===== src/rtl/booth_pkg.sv =====
// Shared types and helpers for the run-skipping Booth multiplier.
// States, clog2 and the default extended operand width.
package booth_pkg;

  typedef enum logic [1:0] {
    IDLE,
    EVAL,
    SHIFT,
    DONE
  } state_e;

  function automatic int clog2(input int v);
    int r;
    r = 0;
    for (int i = 0; i < 31; i++) begin
      if ((1 << i) < v) r = i + 1;
    end
    return r;
  endfunction

  localparam int WIDTH_DEF = 8;
  localparam int W1 = WIDTH_DEF + 1;

endpackage


===== src/rtl/booth_skip_multiplier_if.sv =====
// Host-side bundle of the multiplier: start request,
// operands and the busy/done/product/steps results.
interface booth_skip_multiplier_if #(
  parameter int WIDTH = 8
);
  import booth_pkg::*;

  localparam int SW = clog2(WIDTH + 2);

  logic                 start;
  logic                 signed_mode;
  logic [WIDTH-1:0]     multiplicand;
  logic [WIDTH-1:0]     multiplier;
  logic                 busy;
  logic                 done;
  logic [2*WIDTH-1:0]   product;
  logic [SW-1:0]        steps;

  modport master (
    output start,
    output signed_mode,
    output multiplicand,
    output multiplier,
    input  busy,
    input  done,
    input  product,
    input  steps
  );

  modport slave (
    input  start,
    input  signed_mode,
    input  multiplicand,
    input  multiplier,
    output busy,
    output done,
    output product,
    output steps
  );

endinterface


===== src/rtl/booth_run_detect.sv =====
// Shift size for one SHIFT step: length of the run of equal low
// multiplier bits, clamped by the remaining bit count and MAX_SHIFT.
module booth_run_detect
  import booth_pkg::*;
#(
  parameter int W1L       = 9,
  parameter int MAX_SHIFT = 9,
  parameter int CW        = clog2(W1L + 1)
) (
  input  logic [W1L-1:0] q,
  input  logic [CW-1:0]  rem,
  output logic [CW-1:0]  sh
);

  logic [W1L-1:0] diff;
  logic [CW-1:0]  run;

  always_comb begin
    diff = q ^ (q >> 1);
    // top bit forced so an all-equal word yields a full-width run
    diff[W1L-1] = 1'b1;
    run = CW'(W1L);
    for (int i = W1L - 1; i >= 0; i--) begin
      if (diff[i]) run = CW'(i + 1);
    end
    sh = run;
    if (rem < sh) sh = rem;
    if (CW'(MAX_SHIFT) < sh) sh = CW'(MAX_SHIFT);
  end

endmodule


===== src/rtl/booth_skip_multiplier.sv =====
// Sequential Booth multiplier: one add/sub per EVAL, then a single
// variable-length arithmetic shift across the run of equal bits.
module booth_skip_multiplier
  import booth_pkg::*;
#(
  parameter int WIDTH     = 8,
  parameter int MAX_SHIFT = WIDTH + 1
) (
  input  logic clk,
  input  logic rst_n,
  booth_skip_multiplier_if.slave bus
);

  localparam int W1L = WIDTH + 1;
  localparam int CW  = clog2(W1L + 1);

  state_e state_q, state_d;

  logic [W1L-1:0]     a_q, a_d;
  logic [W1L-1:0]     q_q, q_d;
  logic [W1L-1:0]     m_q, m_d;
  logic               qm1_q, qm1_d;
  logic [CW-1:0]      rem_q, rem_d;
  logic [CW-1:0]      steps_q, steps_d;
  logic [2*WIDTH-1:0] prod_q, prod_d;

  logic [CW-1:0]      sh;
  logic [W1L-1:0]     ext_m, ext_q;
  logic [2*W1L-1:0]   aq_sh;

  booth_run_detect #(
    .W1L       (W1L),
    .MAX_SHIFT (MAX_SHIFT),
    .CW        (CW)
  ) u_run (
    .q   (q_q),
    .rem (rem_q),
    .sh  (sh)
  );

  always_comb begin
    ext_m = {bus.signed_mode & bus.multiplicand[WIDTH-1],
             bus.multiplicand};
    ext_q = {bus.signed_mode & bus.multiplier[WIDTH-1],
             bus.multiplier};
    aq_sh = $signed({a_q, q_q}) >>> sh;
  end

  always_comb begin
    state_d = state_q;
    a_d     = a_q;
    q_d     = q_q;
    m_d     = m_q;
    qm1_d   = qm1_q;
    rem_d   = rem_q;
    steps_d = steps_q;
    prod_d  = prod_q;
    unique case (state_q)
      IDLE, DONE: begin
        if (bus.start) begin
          a_d     = '0;
          q_d     = ext_q;
          qm1_d   = 1'b0;
          m_d     = ext_m;
          rem_d   = CW'(W1L);
          steps_d = '0;
          state_d = EVAL;
        end
      end
      EVAL: begin
        steps_d = steps_q + 1'b1;
        case ({q_q[0], qm1_q})
          2'b10:   a_d = a_q - m_q;
          2'b01:   a_d = a_q + m_q;
          default: a_d = a_q;
        endcase
        state_d = SHIFT;
      end
      SHIFT: begin
        {a_d, q_d} = aq_sh;
        for (int i = 0; i < W1L; i++) begin
          if (int'(sh) == i + 1) qm1_d = q_q[i];
        end
        rem_d = rem_q - sh;
        if (rem_q == sh) begin
          prod_d  = aq_sh[2*WIDTH-1:0];
          state_d = DONE;
        end else begin
          state_d = EVAL;
        end
      end
      default: state_d = IDLE;
    endcase
  end

  always_ff @(posedge clk) begin
    if (!rst_n) begin
      state_q <= IDLE;
      a_q     <= '0;
      q_q     <= '0;
      m_q     <= '0;
      qm1_q   <= 1'b0;
      rem_q   <= '0;
      steps_q <= '0;
      prod_q  <= '0;
    end else begin
      state_q <= state_d;
      a_q     <= a_d;
      q_q     <= q_d;
      m_q     <= m_d;
      qm1_q   <= qm1_d;
      rem_q   <= rem_d;
      steps_q <= steps_d;
      prod_q  <= prod_d;
    end
  end

  assign bus.busy    = (state_q == EVAL) || (state_q == SHIFT);
  assign bus.done    = (state_q == DONE);
  assign bus.product = prod_q;
  assign bus.steps   = steps_q;

endmodule


===== src/flat_wrapper.sv =====
// flat-port wrapper written by rule: the top's interface ports become plain ports
module booth_skip_multiplier_flat import booth_pkg::*;
#(
  parameter int WIDTH     = 8,
  parameter int MAX_SHIFT = WIDTH + 1
)
  (clk, rst_n, bus_start, bus_signed_mode, bus_multiplicand, bus_multiplier, bus_busy, bus_done, bus_product, bus_steps);
  booth_skip_multiplier_if #(.WIDTH(WIDTH)) bus_i ();
  input  logic clk;
  input  logic rst_n;
  input wire logic [$bits(bus_i.start)-1:0] bus_start;
  input wire logic [$bits(bus_i.signed_mode)-1:0] bus_signed_mode;
  input wire logic [$bits(bus_i.multiplicand)-1:0] bus_multiplicand;
  input wire logic [$bits(bus_i.multiplier)-1:0] bus_multiplier;
  output wire logic [$bits(bus_i.busy)-1:0] bus_busy;
  output wire logic [$bits(bus_i.done)-1:0] bus_done;
  output wire logic [$bits(bus_i.product)-1:0] bus_product;
  output wire logic [$bits(bus_i.steps)-1:0] bus_steps;
  assign bus_i.start = bus_start;
  assign bus_i.signed_mode = bus_signed_mode;
  assign bus_i.multiplicand = bus_multiplicand;
  assign bus_i.multiplier = bus_multiplier;
  assign bus_busy = bus_i.busy;
  assign bus_done = bus_i.done;
  assign bus_product = bus_i.product;
  assign bus_steps = bus_i.steps;
  booth_skip_multiplier #(.WIDTH(WIDTH), .MAX_SHIFT(MAX_SHIFT)) u_core (.clk(clk), .rst_n(rst_n), .bus(bus_i));
endmodule

===== config.mk =====
export PLATFORM = sky130hd
export DESIGN_NAME = booth_skip_multiplier_flat
export DESIGN_NICKNAME = d
export VERILOG_FILES = /design/src/rtl/booth_pkg.sv /design/src/rtl/booth_skip_multiplier_if.sv /design/src/rtl/booth_run_detect.sv /design/src/rtl/booth_skip_multiplier.sv /design/src/flat_wrapper.sv
export SDC_FILE = /design/constraint.sdc
export NUM_CORES = 1
export LEC_CHECK = 0
export CAP_MARGIN = 20
export CORE_MARGIN = 4
export CORE_UTILIZATION = 55
export DETAILED_ROUTE_END_ITERATION = 7
export PLACE_DENSITY_LB_ADDON = 0.12
export SLEW_MARGIN = 20
export SYNTH_ARGS = -nofsm -noshare
export SYNTH_HDL_FRONTEND = slang
export SYNTH_HIERARCHICAL = 1
export SYNTH_SLANG_ARGS = --single-unit

===== constraint.sdc =====
create_clock -name clk -period 8 [get_ports clk]
set_input_delay 1.2 -clock clk [delete_from_list [all_inputs] [get_ports clk]]
set_output_delay 1.2 -clock clk [all_outputs]
set_load 0.02 [all_outputs]

==> summary.md, run 1 <==
| Metric | Value |
|---|---|
| Post-synthesis adder-cell area fraction | 7.549% |
| Largest net degree at the start of global routing | 37 |
| Fin crit share | 62.37% |
| ANT cells | 0 |
| Largest family of logic cells by synthesized area | compound AO/OA/AOI/OAI gates |
| DRT Wirelength | 12200 um |
| Full die area | 9052 um^2 |
| Via Count | 4115 |
| Clk buf depth | 2 |
| Vias in the first global route | 3727 |
| Top FF cell, synth | dfxtp_1 |
| CORE AREA | 7331 um^2 |
| RSZ-0062 raised after global routing | false |
| Max Cap Viol | 0 |
| CTS Buf Count | 5 |
| Post_cts resized | 0 |
| Share of layout cells above drive strength 1 | 7.735% |
| Async S/R FF share, synth | 0% |
| Root buffer cell | clkbuf_8 |
| Fmax | 200.4 MHz |
| Type of origin of the critical path | register |
| Setup TNS | 0 ns |
| Status | finished clean |
| Clock period minus worst slack | 4.990 ns |
| Number of synthesized register bits | 54 |
| Post-route DRC | 0 |
| Most frequent cells in the layout | nand2_1, dfxtp_1, o21ai_0 |
| Yosys warnings | 6 |
| Die height | 95.14 um |
| Layout Nets | 586 |
| First-pass GRT wire length | 19440 um |
| Compound-Gate Fraction of Synth Area | 25.64% |
| Yosys cell types | 69 |
| Syn Inst Count | 520 |
| DR iter-0 viols | 427 |
| DP Cell Count | 634 |
| Total GRT Usage | 27.74% |
| Detailed-placement wirelength estimate | 8807 um |
| Max Slew Vio Count | 0 |
| Final hold violations | 0 |
| Gpl congestion | 0.9332 |
| H-tree depth | 2 |
| CP max FO | 27 |
| Commonest non-fill, non-tap cell in the layout | nand2_1 |
| Fin Clk Skew | 0.009643 ns |
| Worst Path Arrival | 5.24 ns |
| Slew headroom | 30.50% |
| Final Setup Violations | 0 |
| Final Non-Filler Cells | 642 |
| Number of synthesized flops with an enable pin | 0 |
| Buffers added on ports | 41 |
| Site Rows | 31 |
| Mapped Avg Cell Area | 8.032 um^2 |
| Net Count, Synth | 564 |
| Clk_lat worst skew | 0.32 ns |
| GR Overflow Total | 0 |
| Clock slew seen by the registers of the worst setup and hold paths | 0.11 ns |
| Post-CTS Setup Bufs | 0 |
| Area growth syn-to-layout | 13.36% |
| Hold/Removal Path Class | reg2reg |
| Setup crit end kind | register |
| 1st-pass router iterations | 5 |
| Wirelength per Cell | 19.00 um |
| Simple-gate share of the synthesized area | 18.99% |
| Hold-fix buffers, CTS | 0 |
| ANT nets after route | 0 |
| Worst Path Required | 8.25 ns |
| Seq/Total Area, Yosys | 25.88% |
| Initial antenna violation count | 0 |
| Clk sink count | 54 |
| Die Wd | 95.14 um |
| Slew @ Worst Pin | 1.042 ns |
| Post-synthesis mux area share | 13.09% |
| Initial Util | 56.97% |
| Post-Syn Area | 4177 um^2 |
| CTS tree | done |
| WS Path Type | reg2reg |
| Drt via density | 6.410 |
| Io pins | 42 |
| Post-synthesis xor/xnor area fraction | 3.146% |
-- synth_stat cells, drive strengths merged, types with 11 or more instances --
master / number / area (um^2)
clkbuf: 23 / 86.33
nand2: 61 / 229.0
ha: 22 / 275.3
nor2b: 11 / 68.82
dfxtp: 54 / 1081
mux2i: 16 / 160.2
inv: 24 / 90.09
a21oi: 49 / 252.8
nand2b: 12 / 75.07
nand3: 13 / 65.06
mux4: 13 / 292.8
o21ai: 48 / 240.2
nor2: 35 / 131.4
-- final timing paths --
check	from	slack (ns)	depth (start not counted)	end
setup / recovery	u_core/q_q[3]	3.01	15	u_core/bus.product[10]
hold / removal	u_core/bus.product[9]	0.48	2	u_core/bus.product[9]
setup reg to reg	u_core/q_q[3]	3.01	15	u_core/bus.product[10]
hold reg to reg	u_core/bus.product[9]	0.48	2	u_core/bus.product[9]
-- cells by family after synthesis --
| kind of cell | after synthesis |
|---|---|
| simple gates | 163 |
| buf+inv | 57 |
| mux | 37 |
| xor+xnor | 15 |
| flops | 54 |
| compound gates | 170 |
| fa+ha+maj | 24 |
-- through the flow --
step                instance area [um^2]  hold slack [ns]  setup slack, ns  util, %
floorplan                           4177           0.4363            3.622        -
global placement                    4618           0.4552            3.292    63.00
detailed placement                  4618           0.4604            3.141    63.00
CTS                                 4735           0.4766            3.122    64.58
global route                        4735           0.5024            2.622    64.58
finish                              4735           0.4770            3.010    64.58
-- metal layers --
layer	up-vias	GRT usage (%)	wire length, um
met5	-	0	0
met4	0	7.091	174
met3	15	5.525	1346
met2	237	38.89	5152
met1	1914	42.92	5522
li1	1949	-	-
-- state kept, by name, summed over array words and instances, names as in the netlist --
name                flops
u_core/bus.product     16
u_core/a_q              9
u_core/m_q              9
u_core/q_q              9
u_core/bus.steps        4
u_core/rem_q            4
u_core/state_q          2
u_core/qm1_q            1
-- area by class of cell --
type                       instances  area (um^2)
fill                             645         2596
clock buffer                       5        68.82
clock inverter                     3        47.55
sequential                        54         1081
multi-input combinational        409         2864
tap                               99        123.9
inverter                          25        93.84
timing repair buffer              47        455.4
-- critical path: stages (launching register included) --
cell	delay [ns]
dfxtp_1	0.44
or4_1	0.58
o22a_1	0.19
nor2_1	0.18
inv_1	0.07
ha_1	0.30
a2111oi_2	0.45
a21oi_2	0.17
mux2_1	0.76
inv_1	0.38
ha_1	0.44
nand4_1	0.17
nor2_1	0.16
buf_4	0.28
nand3_1	0.16
o22ai_1	0.19
Power of run 1 is not shown: default switching activity piles up to over one toggle a cycle in this logic, so the estimate is an artifact.
==> inputs of run 2 (changes only) <==
- clock period: 8 -> 5 ns (I/O delays scaled with it)
==> run 2 against run 1 <==
  * Via count increased by 2.2%
  * Maximum frequency increased by 7.5%
  * Sequential share of layout area is 0.17 points lower
  * Flip-flop and latch count unchanged
  * Die area unchanged
  * Non-clock buffer count is 4 higher
  * Routed wire length rose by 1.7%
  * Final cell count up 0.62%
  * Global-route usage grew 0.52 points
  * Hold slack worse by 0.0057 ns
  * Utilization is 0.48 points higher
  * Register-to-register slack lost 2.7 ns
==> summary.md, run 2 (same netlist as run 1, synthesis figures left out) <==
| Metric | Value |
|---|---|
| Fin crit share | 92.84% (+30 points) |
| Clk_lat worst skew | 0.33 ns (about the same) |
| Via Count | 4204 (+2.2%) |
| Setup TNS | 0 ns (unchanged) |
| CP Cell Sequence | or4_1 -> o22a_1 -> nor2_1 -> inv_1 -> ha_1 -> a2111oi_2 -> a21oi_2 -> mux2_1 -> nor2_1 -> a21oi_1 -> a31oi_1 -> a31oi_1 -> o41ai_1 |
| Reg-to-Reg Start | u_core/q_q[3] |
| Slowest stage cell, crit path | mux2_1 |
| Hold slack | 0.4713 ns (-0.005656 ns) |
| Worst Path Arrival | 4.86 ns (-0.38 ns) |
| Multi-input gate area | 2864 um^2 (unchanged) |
| Clk buf depth | 2 (unchanged) |
| Slew @ Worst Pin | 0.9643 ns (-0.07813 ns) |
| RR Endpoint | u_core/qm1_q |
| Reg-to-reg slack, setup | 0.36 ns (-2.65 ns) |
| CTS tree | done |
| Site Rows | 31 (unchanged) |
| Status | finished clean |
| Final hold violations | 0 (unchanged) |
| Hold path startpoint | u_core/m_q[4] |
| Placed cell area | 4648 um^2 (+0.65%) |
| 1st-pass router iterations | 5 (unchanged) |
| ANT cells | 0 (unchanged) |
| Root buffer cell | clkbuf_8 |
| Max FFs per register | 16 (unchanged) |
| Type of origin of the critical path | register |
| Hold/Removal Path Class | reg2reg |
| Fmax | 215.4 MHz (+7.5%) |
| Critical path's largest stage delay | 0.73 ns (-0.03 ns) |
| Hold depth | 2 (unchanged) |
| Wirelength per Cell | 19.20 um (+1.1%) |
| Worst Path Required | 5.21 ns (-3.04 ns) |
| Drt via density | 6.508 (+1.5%) |
| Most frequent cells in the layout | nand2_1, dfxtp_1, o21ai_0 |
| CTS Buf Count | 5 (unchanged) |
| Area growth syn-to-layout | 14.20% |
| H-tree depth | 2 (unchanged) |
| Setup crit end kind | register |
| Final Setup Violations | 0 (unchanged) |
| Post-CTS Setup Bufs | 0 (unchanged) |
| Fin Clk Skew | 0.01428 ns (+0.004642 ns) |
| Full die area | 9052 um^2 (unchanged) |
| DRT Wirelength | 12400 um (+1.7%) |
| Buf/Inv on CP | 1 (-2) |
| Detailed-placement wirelength estimate | 8989 um (+2.1%) |
| Clock slew seen by the registers of the worst setup and hold paths | 0.11 ns (about the same) |
| WS Path Type | reg2reg |
| CP max FO | 28 (+3.7%) |
| Post-route DRC | 0 (unchanged) |
| R2r worst-path depth | 13 (-2) |
| Filler instances | 624 (-3.3%) |
| Initial antenna violation count | 0 (unchanged) |
| Hold Path End | u_core/m_q[4] |
| Buffers added on ports | 41 (unchanged) |
| Max Slew Vio Count | 0 (unchanged) |
| Cell area after layout | 4770 um^2 (+0.74%) |
| RSZ-0062 raised after global routing | false |
| Clock period minus worst slack | 4.642 ns (-0.3477 ns) |
| Vias in the first global route | 3978 (+6.7%) |
| GR Overflow Total | 0 (unchanged) |
| Top Family by Delay on Critical Path | compound AO/OA/AOI/OAI gates |
| Die height | 95.14 um (unchanged) |
| Max Cap Viol | 0 (unchanged) |
| Io pins | 42 (unchanged) |
| DR iter-0 viols | 372 (-13%) |
| Commonest non-fill, non-tap cell in the layout | nand2_1 |
| Hold-fix buffers, CTS | 0 (unchanged) |
| Die Wd | 95.14 um (unchanged) |
| Gpl congestion | 0.9611 (+3.0%) |
| First-pass GRT wire length | 19970 um (+2.7%) |
| Post_cts resized | 0 (unchanged) |
| Share of layout cells above drive strength 1 | 8.410% (+0.67 points) |
| Total GRT Usage | 28.27% (+0.52 points) |
| Initial Util | 56.97% (unchanged) |
| Layout Nets | 590 (+0.68%) |
| ANT nets after route | 0 (unchanged) |
| Slew headroom | 35.71% (+5.2 points) |
| Largest net degree at the start of global routing | 29 (-22%) |
| Clk sink count | 54 (unchanged) |
| FF/Latch Area | 1081 um^2 (unchanged) |
| Core Util, Final | 65.06% (+0.48 points) |
| CORE AREA | 7331 um^2 (unchanged) |
run 2: metal layers:
layer / track usage, % / up-vias / part of all wire, %
met1: 39.83 / 2012 / 45
met2: 42.51 / 211 / 45
li1: - / 1955 / -
met3: 6.156 / 26 / 8.2
met5: 0 / - / 0
met4: 9.976 / 0 / 2.1
run 2: how the worst max path moves through the flow:
| stage | startpoint | to | cells after the start | slack (ns) |
|---|---|---|---|---|
| after global placement | u_core/q_q[3] | u_core/a_q[7] | 13 | 0.62 |
| after global routing | u_core/q_q[3] | u_core/qm1_q | 12 | 0.06 |
| after CTS | u_core/q_q[3] | u_core/qm1_q | 12 | 0.44 |
| final | u_core/q_q[3] | u_core/qm1_q | 13 | 0.36 |
| after floorplan | u_core/q_q[3] | u_core/bus.product[2] | 17 | 0.62 |
| after detailed placement | u_core/q_q[3] | u_core/qm1_q | 12 | 0.44 |
run 2: worst reg2reg max path: stages, from the launching register on:
cell and delay, ns:
dfxtp_1 0.44, or4_1 0.59, o22a_1 0.20, nor2_1 0.18
inv_1 0.07, ha_1 0.31, a2111oi_2 0.49, a21oi_2 0.17
mux2_1 0.73, nor2_1 0.59, a21oi_1 0.14, a31oi_1 0.19
a31oi_1 0.06, o41ai_1 0.38
run 2: final cells by class:
| class | count | area share, % |
|---|---|---|
| multi-input cells | 409 | 60.05 |
| flip-flops and latches | 54 | 22.67 |
| repair buffers | 51 | 10.18 |
| well taps | 99 | 2.597 |
| inverters | 25 | 1.967 |
| clock buffers | 6 | 1.731 |
| clock inverters | 2 | 0.8132 |
run 2: stage by stage:
stage,std cells,worst slack [ns]
3_3_place_gp,638,0.6172
5_1_grt,646,0.05718
6_report,646,0.3578
2_1_floorplan,520,0.6221
3_5_place_dp,638,0.4432
4_1_cts,646,0.4351
Power of run 2 is left out for the same reason.
